## src/rtl/lsu_mem_master.sv

```systemverilog
// Load/store unit: data-memory initiator with alignment/funct3 checking,
// store lane replication and load sign/zero extension after MEM_LAT cycles.
module lsu_mem_master #(
   parameter int unsigned AW      = 12,
   parameter int unsigned MEM_LAT = 0
) (
   input  logic          clk,
   input  logic          reset,
   input  logic          i_valid,
   input  logic          i_ld,
   input  logic          i_sw,
   input  logic [2:0]    i_funct3,
   input  logic [31:0]   i_addr,
   input  logic [31:0]   i_wdata,
   output logic          o_ready,
   output logic          o_done,
   output logic [31:0]   o_rdata,
   output logic          o_misalign,
   output logic          o_illegal,
   output logic [AW-1:0] o_mem_addr,
   output logic [31:0]   o_mem_wdata,
   output logic [3:0]    o_mem_wmask,
   output logic          o_mem_ld,
   output logic          o_mem_sw,
   input  logic [31:0]   i_mem_rdata
);

   typedef enum logic [1:0] {IDLE, REQ, WAIT, DONE} state_t;

   localparam logic [2:0] CNT_INIT = (MEM_LAT == 0) ? 3'd0 : 3'(MEM_LAT - 1);

   state_t          state_q, state_d;
   logic [2:0]      f3_q;
   logic [1:0]      off_q;
   logic            ld_q;
   logic            illegal_q, misalign_q;
   logic [AW-1:0]   mem_addr_q;
   logic [31:0]     mem_wdata_q;
   logic [3:0]      mask_q;
   logic [2:0]      cnt_q;
   logic [31:0]     rdata_q;

   logic            accept, capture;
   logic            illegal_d, misalign_d, fault_d;
   logic [31:0]     wdata_fmt, load_fmt, lane_word;
   logic [3:0]      mask_fmt;

   logic            unused_addr_hi;
   assign unused_addr_hi = ^i_addr[31:AW+2];

   // Request decode; illegal masks misalign so only one flag is raised
   always_comb begin
      illegal_d  = (i_ld == i_sw)
                 || (i_sw && !(i_funct3 inside {3'b000, 3'b001, 3'b010}))
                 || (i_ld && !(i_funct3 inside {3'b000, 3'b001, 3'b010, 3'b100, 3'b101}));
      misalign_d = !illegal_d
                 && (((i_funct3 == 3'b001 || i_funct3 == 3'b101) && i_addr[0])
                     || (i_funct3 == 3'b010 && i_addr[1:0] != 2'b00));
      fault_d    = illegal_d | misalign_d;
   end

   always_comb begin
      wdata_fmt = i_wdata;
      mask_fmt  = 4'b1111;
      case (i_funct3[1:0])
         2'b00: begin
            wdata_fmt = {4{i_wdata[7:0]}};
            mask_fmt  = 4'b0001 << i_addr[1:0];
         end
         2'b01: begin
            wdata_fmt = {2{i_wdata[15:0]}};
            mask_fmt  = 4'b0011 << i_addr[1:0];
         end
         default: begin
            wdata_fmt = i_wdata;
            mask_fmt  = 4'b1111;
         end
      endcase
   end

   always_comb begin
      lane_word = i_mem_rdata >> {off_q, 3'b000};
      case (f3_q)
         3'b000:  load_fmt = {{24{lane_word[7]}}, lane_word[7:0]};
         3'b001:  load_fmt = {{16{lane_word[15]}}, lane_word[15:0]};
         3'b100:  load_fmt = {24'd0, lane_word[7:0]};
         3'b101:  load_fmt = {16'd0, lane_word[15:0]};
         default: load_fmt = i_mem_rdata;
      endcase
   end

   always_comb begin
      state_d     = state_q;
      accept      = 1'b0;
      capture     = 1'b0;
      o_ready     = 1'b0;
      o_done      = 1'b0;
      o_mem_ld    = 1'b0;
      o_mem_sw    = 1'b0;
      o_mem_wmask = '0;
      case (state_q)
         IDLE: begin
            o_ready = 1'b1;
            if (i_valid) begin
               accept  = 1'b1;
               state_d = fault_d ? DONE : REQ;
            end
         end
         REQ: begin
            if (!ld_q) begin
               o_mem_sw    = 1'b1;
               o_mem_wmask = mask_q;
               state_d     = DONE;
            end else begin
               o_mem_ld = 1'b1;
               if (MEM_LAT == 0) begin
                  capture = 1'b1;
                  state_d = DONE;
               end else begin
                  state_d = WAIT;
               end
            end
         end
         WAIT: begin
            if (cnt_q == '0) begin
               capture = 1'b1;
               state_d = DONE;
            end
         end
         DONE: begin
            o_done  = 1'b1;
            state_d = IDLE;
         end
         default: state_d = IDLE;
      endcase
   end

   // Wait counter is preloaded at accept so it is already MEM_LAT-1 on WAIT entry
   always_ff @(posedge clk) begin
      if (!reset) begin
         state_q     <= IDLE;
         f3_q        <= '0;
         off_q       <= '0;
         ld_q        <= 1'b0;
         illegal_q   <= 1'b0;
         misalign_q  <= 1'b0;
         mem_addr_q  <= '0;
         mem_wdata_q <= '0;
         mask_q      <= '0;
         cnt_q       <= '0;
         rdata_q     <= '0;
      end else begin
         state_q <= state_d;
         if (accept) begin
            f3_q        <= i_funct3;
            off_q       <= i_addr[1:0];
            ld_q        <= i_ld;
            illegal_q   <= illegal_d;
            misalign_q  <= misalign_d;
            mem_addr_q  <= i_addr[AW+1:2];
            mem_wdata_q <= wdata_fmt;
            mask_q      <= mask_fmt;
            cnt_q       <= CNT_INIT;
         end else if (state_q == WAIT) begin
            cnt_q <= cnt_q - 3'd1;
         end
         if (capture) begin
            rdata_q <= load_fmt;
         end
      end
   end

   assign o_rdata     = rdata_q;
   assign o_mem_addr  = mem_addr_q;
   assign o_mem_wdata = mem_wdata_q;
   assign o_misalign  = (state_q == DONE) && misalign_q;
   assign o_illegal   = (state_q == DONE) && illegal_q;

endmodule

```

## config.mk

```make
export PLATFORM = sky130hd
export DESIGN_NAME = lsu_mem_master
export DESIGN_NICKNAME = d
export VERILOG_FILES = /design/src/rtl/lsu_mem_master.sv
export SDC_FILE = /design/constraint.sdc
export NUM_CORES = 1
export LEC_CHECK = 0
export ABC_CLOCK_PERIOD_IN_PS = 4150
export BUFFER_PORTS_ARGS = -buffer_cell sky130_fd_sc_hd__buf_2
export CORE_MARGIN = 1
export CORE_UTILIZATION = 50
export DETAILED_ROUTE_END_ITERATION = 7
export PLACE_DENSITY = 0.9
export SYNTH_ARGS = -nofsm -noshare
export SYNTH_HDL_FRONTEND = slang
export SYNTH_SLANG_ARGS = --single-unit
```

## constraint.sdc

```tcl
create_clock -name clk -period 4.15 [get_ports clk]
set_input_delay 0.83 -clock clk [delete_from_list [all_inputs] [get_ports clk]]
set_output_delay 0.83 -clock clk [all_outputs]
set_load 0.1 [all_outputs]
```

== After elaboration in Yosys (flattened, before gate mapping) ==
Index checks and enable logic that the tools add are counted.

* Logic and storage cells: 74
* Register bits: 93
* Input port bits: 104
* Output and inout port bits: 86

* Add/sub/neg operators: 1
* Mux-type cells: 19
* Equal/unequal tests: 14
* Bitwise gates (word level): 2
* Shifts and indexed selects: 3
* Reduce and logical (&&, ||, !) cells: 24

{| class="wikitable"
|+ Operators by type and width
! kind !! count
|-
| 32-bit one-hot mux with 4 select lines || 1
|-
| 32-bit one-hot mux with 2 select lines || 1
|-
| 32-bit by 5-bit right shift with 16-bit output || 1
|-
| 3-bit equality test (second input constant) || 4
|-
| 3-bit zero test || 3
|-
| 1-bit 2-to-1 mux || 9
|-
| 4-bit 2-to-1 mux || 2
|-
| 2-bit one-hot mux with 4 select lines || 1
|-
| 4-bit one-hot mux with 2 select lines || 1
|-
| 1-bit logical AND || 7
|-
| 3-bit by 1-bit equality test with 1-bit output (second input constant) || 2
|-
| 2-bit 2-to-1 mux || 3
|-
| 5-bit nonzero test || 1
|-
| 2-bit by 1-bit equality test with 1-bit output (second input constant) || 2
|-
| 2-bit equality test (second input constant) || 2
|-
| 2-bit zero test || 2
|-
| 1-bit logical OR || 4
|-
| 2-bit != test (second input constant) || 2
|-
| 1-bit by 2-bit left shift with 4-bit output (first input constant) || 1
|-
| 2-bit by 2-bit left shift with 4-bit output (first input constant) || 1
|-
| 3-bit by 2-bit equality test with 1-bit output (second input constant) || 1
|-
| 1-bit zero test || 3
|-
| 3-bit nonzero test || 1
|-
| 3-bit by 1-bit subtractor with 3-bit output (second input constant) || 1
|-
| other kinds (7) || 7
|}

== Longest topological paths before layout ==
* Depth in word-level cells: 12
* Gate-level depth with buffers: 8
* Depth with buffers taken out: 6

== Worst setup path before layout ==
OpenSTA, ideal clock, no wires.

* Path type: flip-flop to output port
* Start: register state_q[1]
* End: output port o_mem_wmask[0]
* Cell stages (with the launch flop): 5
* Data required time: 3.320 ns
* Path slack: 0.390 ns
* Arrival: 2.930 ns
* Path through: dfxtp_1 -> inv_1 -> ha_1 -> nor2b_1 -> and2_1

* Word-level cells in the longest chain between the ends: 2

{| class="wikitable"
|+ RTL lines
! what !! RTL line !! text
|-
| start: declaration || 32 || <nowiki>state_t state_q, state_d;</nowiki>
|-
| start signal: assignment || 153 || <nowiki>state_q <= state_d;</nowiki>
|-
| 2-bit by 1-bit equality test with 1-bit output || 101 || <nowiki>case (state_q)</nowiki>
|-
| 4-bit 2-to-1 mux || 101 ||
|-
| end: declaration || 22 || <nowiki>output logic [3:0] o_mem_wmask,</nowiki>
|}

No other way between the ends.

== Worst setup path in the final report ==
* Start: register off_q[0]
* End: register rdata_q[25], in the netlist o_rdata[25]

* Word-level cells in the longest chain between the ends: 2

{| class="wikitable"
|+ RTL lines
! what !! RTL line !! text
|-
| start: declaration || 34 || <nowiki>logic [1:0] off_q;</nowiki>
|-
| start signal: assignment || 156 || <nowiki>off_q <= i_addr[1:0];</nowiki>
|-
| 32-bit by 5-bit right shift with 16-bit output || 82 || <nowiki>lane_word = i_mem_rdata >> {off_q, 3'b000};</nowiki>
|-
| 32-bit one-hot mux with 4 select lines || 83 || <nowiki>case (f3_q)</nowiki>
|-
| end signal: assignment || 168 || <nowiki>rdata_q <= load_fmt;</nowiki>
|-
| end: declaration || 41 || <nowiki>logic [31:0] rdata_q;</nowiki>
|}

No other way between the ends.
A chain may end at the register's enable or synchronous reset.

==> results.toml <==
[outcome]
outcome = "complete, but fails checks"
violations = "DRC"

[floorplanning]
dieHeight_um = 98.1
pin_count = 190
die-area_mm2 = 0.00963
core.rowCount = 34
start_util_pct = 52.2
die_w_um = 98.1
core_region_area_mm2 = 0.00885

[logic_synthesis]
synth_most_common_cell = "nand2_1"
mappedNetlistNets = 668
yosysSeqAreaShare_pct = 40.3
syn_inst = 556
yosysWarningCount = 0
syn_area_mm2 = 0.00462
synthFlopType = "dfxtp_1"
synth.top_cell.area_share_pct = 40.3
synth_enable_flop_cells = 0
synth_cell_type_count = 41
yosys-top-cells-count = "nand2_1, dfxtp_1, mux2i_1"
postSynthAreaPerCell_um2 = 8.31
async_flop_share_pct = 0
ys_ff_latch = 93
yosys-top-cells-area = "dfxtp_1, mux2i_1, nand2_1"
synth.largest_area_cell = "dfxtp_1"

[clocking]
cts.clk_slew.worst_paths_ps = 90
cts.sinks = 93
h-tree-depth = 3
insertion_delay_ps = 360
cts_inserted_buffers = 9
ctsRootBufferMaster = "clkbuf_8"
cts_setup_buffers = 0
clock_path_buffers = 2
cts_tree = "built"
ctsResizeCount = 0
holdBufCountCts = 0

[critical_path]
crit_type = "register to register"
cp.arrival_ps = 3060
crit_fanout = 22
worst_setup_path_end_kind = "register"
start_kind = "register"
reg2reg_depth = 4
cp.required_ps = 4430

[sta]
whs_ps = 456
slew_headroom_pct = 23.7
period_share_pct = 67.0
setup-violations-final = 0
setup_tns_ps = 0
hold_viol = 0
skew_ps = 6.07
tightest_slew_ps = 1140
fmax_mhz = 360
rsz0062_at_grt = "no"
fin_crit_ps = 2780
finalMaxSlewViolations = 0

[power_and_ir_drop]
p_per_area_mw_per_mm2 = 679
power.static_leakage_nw = 2.50
peakVddDrop_v = 0.000409
power.total_mw = 3.84

[flow_run]
drv_cap = 0

[routing]
antenna_left = 0
finalWirelength_um = 12500
drc = 11
wl_per_cell_um = 15.4
drtIter0Drc = 280
viasPerCell = 5.61
firstDrtPassIters = 8
dr_total_vias = 4548

[placed_design]
placed_cell_area_mm2 = 0.00545
post-dp-hpwl_um = 8770
gp_congestion = 0.915
io_buffers = 171

[layout]
nFillCells = 749
drive_above_1_share_pct = 29.4
antenna_cells = 0
stdcell_area_mm2 = 0.00565
finish.utilization_pct = 63.8
nets = 810
syn_to_final_growth_pct = 22.3

[global_routing]
overflow = 0
grt_pass1_wl_um = 20100
antenna_found_initial = 0
grtUsageTotal_pct = 26.1
grt_max_degree = 77
grt_pass1_vias = 4260

[hold_path]
whs_path_depth = 2
holdCritPathClass = "register to register"
sequential cells by signal (all words and copies together), names as in the netlist, 2 cells and up:
| signal | flops |
|---|---|
| off_q | 2 |
| o_mem_addr | 12 |
| mask_q | 4 |
| o_mem_wdata | 32 |
| cnt_q | 3 |
| f3_q | 3 |
| o_rdata | 32 |
| state_q | 2 |
worst paths after layout:
check                                    from             to  slack [ps]
worst max-delay path                 off_q[0]    o_rdata[25]        1370
worst min-delay path            o_mem_addr[6]  o_mem_addr[6]         460
worst max register to register       off_q[0]    o_rdata[25]        1370
worst min register to register  o_mem_addr[6]  o_mem_addr[6]         460
layer usage:
metal	vias to the layer above	GRT usage, %	wire, µm
met2	241	43.8	5970
met1	2056	31.2	4870
li1	2218	-	-
met4	0	11.1	390
met5	-	0	0
met3	33	7.44	1230
power by group:
group / internal [mW] / switching [mW]
registers: 1.07 / 0.124
logic: 0.407 / 1.62
clock network: 0.295 / 0.322
worst max-delay path, cell delays in order (launching register included):
cell and delay, ps:
dfxtp_1 1090, mux2i_1 280, mux4_2 500, or4_4 670, o21ai_0 150
area by class of cell:
| cell class | instances | area (µm²) | area share [%] |
|---|---|---|---|
| Clock inverter | 5 | 60.1 | 1.06 |
| Multi-Input combinational cell | 413 | 2540 | 45.0 |
| Clock buffer | 11 | 141 | 2.50 |
| Sequential cell | 93 | 1860 | 33.0 |
| Inverter | 6 | 22.5 | 0.399 |
| Tap cell | 108 | 135 | 2.39 |
| Timing Repair Buffer | 175 | 886 | 15.7 |
kinds of logic after synthesis:
group	count (synthesis)	share of synthesized area, %
AND/OR/NAND/NOR	197	19.3
AO/OA/AOI/OAI	146	19.9
flip-flops	93	40.3
multiplexers	60	13.3
buffers and inverters	50	4.71
adder cells (fa/ha/maj)	8	2.17
XOR/XNOR	2	0.379
cell usage in the layout, fill, tap and decap left out, types with 5 or more instances in the layout:
cell | Yosys | routed
a211oi_1 | 11 | 11
a21oi_1 | 40 | 40
a221oi_1 | 8 | 8
a311oi_1 | 15 | 15
and2_1 | 31 | 30
buf_2 | 2 | 171
clkbuf_8 | 0 | 10
dfxtp_1 | 93 | 93
ha_1 | 8 | 8
inv_1 | 6 | 5
mux2i_1 | 57 | 57
nand2_1 | 107 | 107
nand2b_1 | 12 | 12
nor2_1 | 32 | 32
o21ai_0 | 50 | 50
o21ai_2 | 10 | 10
metrics by stage:
| step | setup WS (ps) | std cells |
|---|---|---|
| 2_1_floorplan | 390 | 556 |
| 3_3_place_gp | 1560 | 795 |
| 3_5_place_dp | 1460 | 795 |
| 4_1_cts | 1410 | 811 |
| 5_1_grt | 1270 | 811 |
| 6_report | 1370 | 811 |
(Power assumes the default switching activity.)
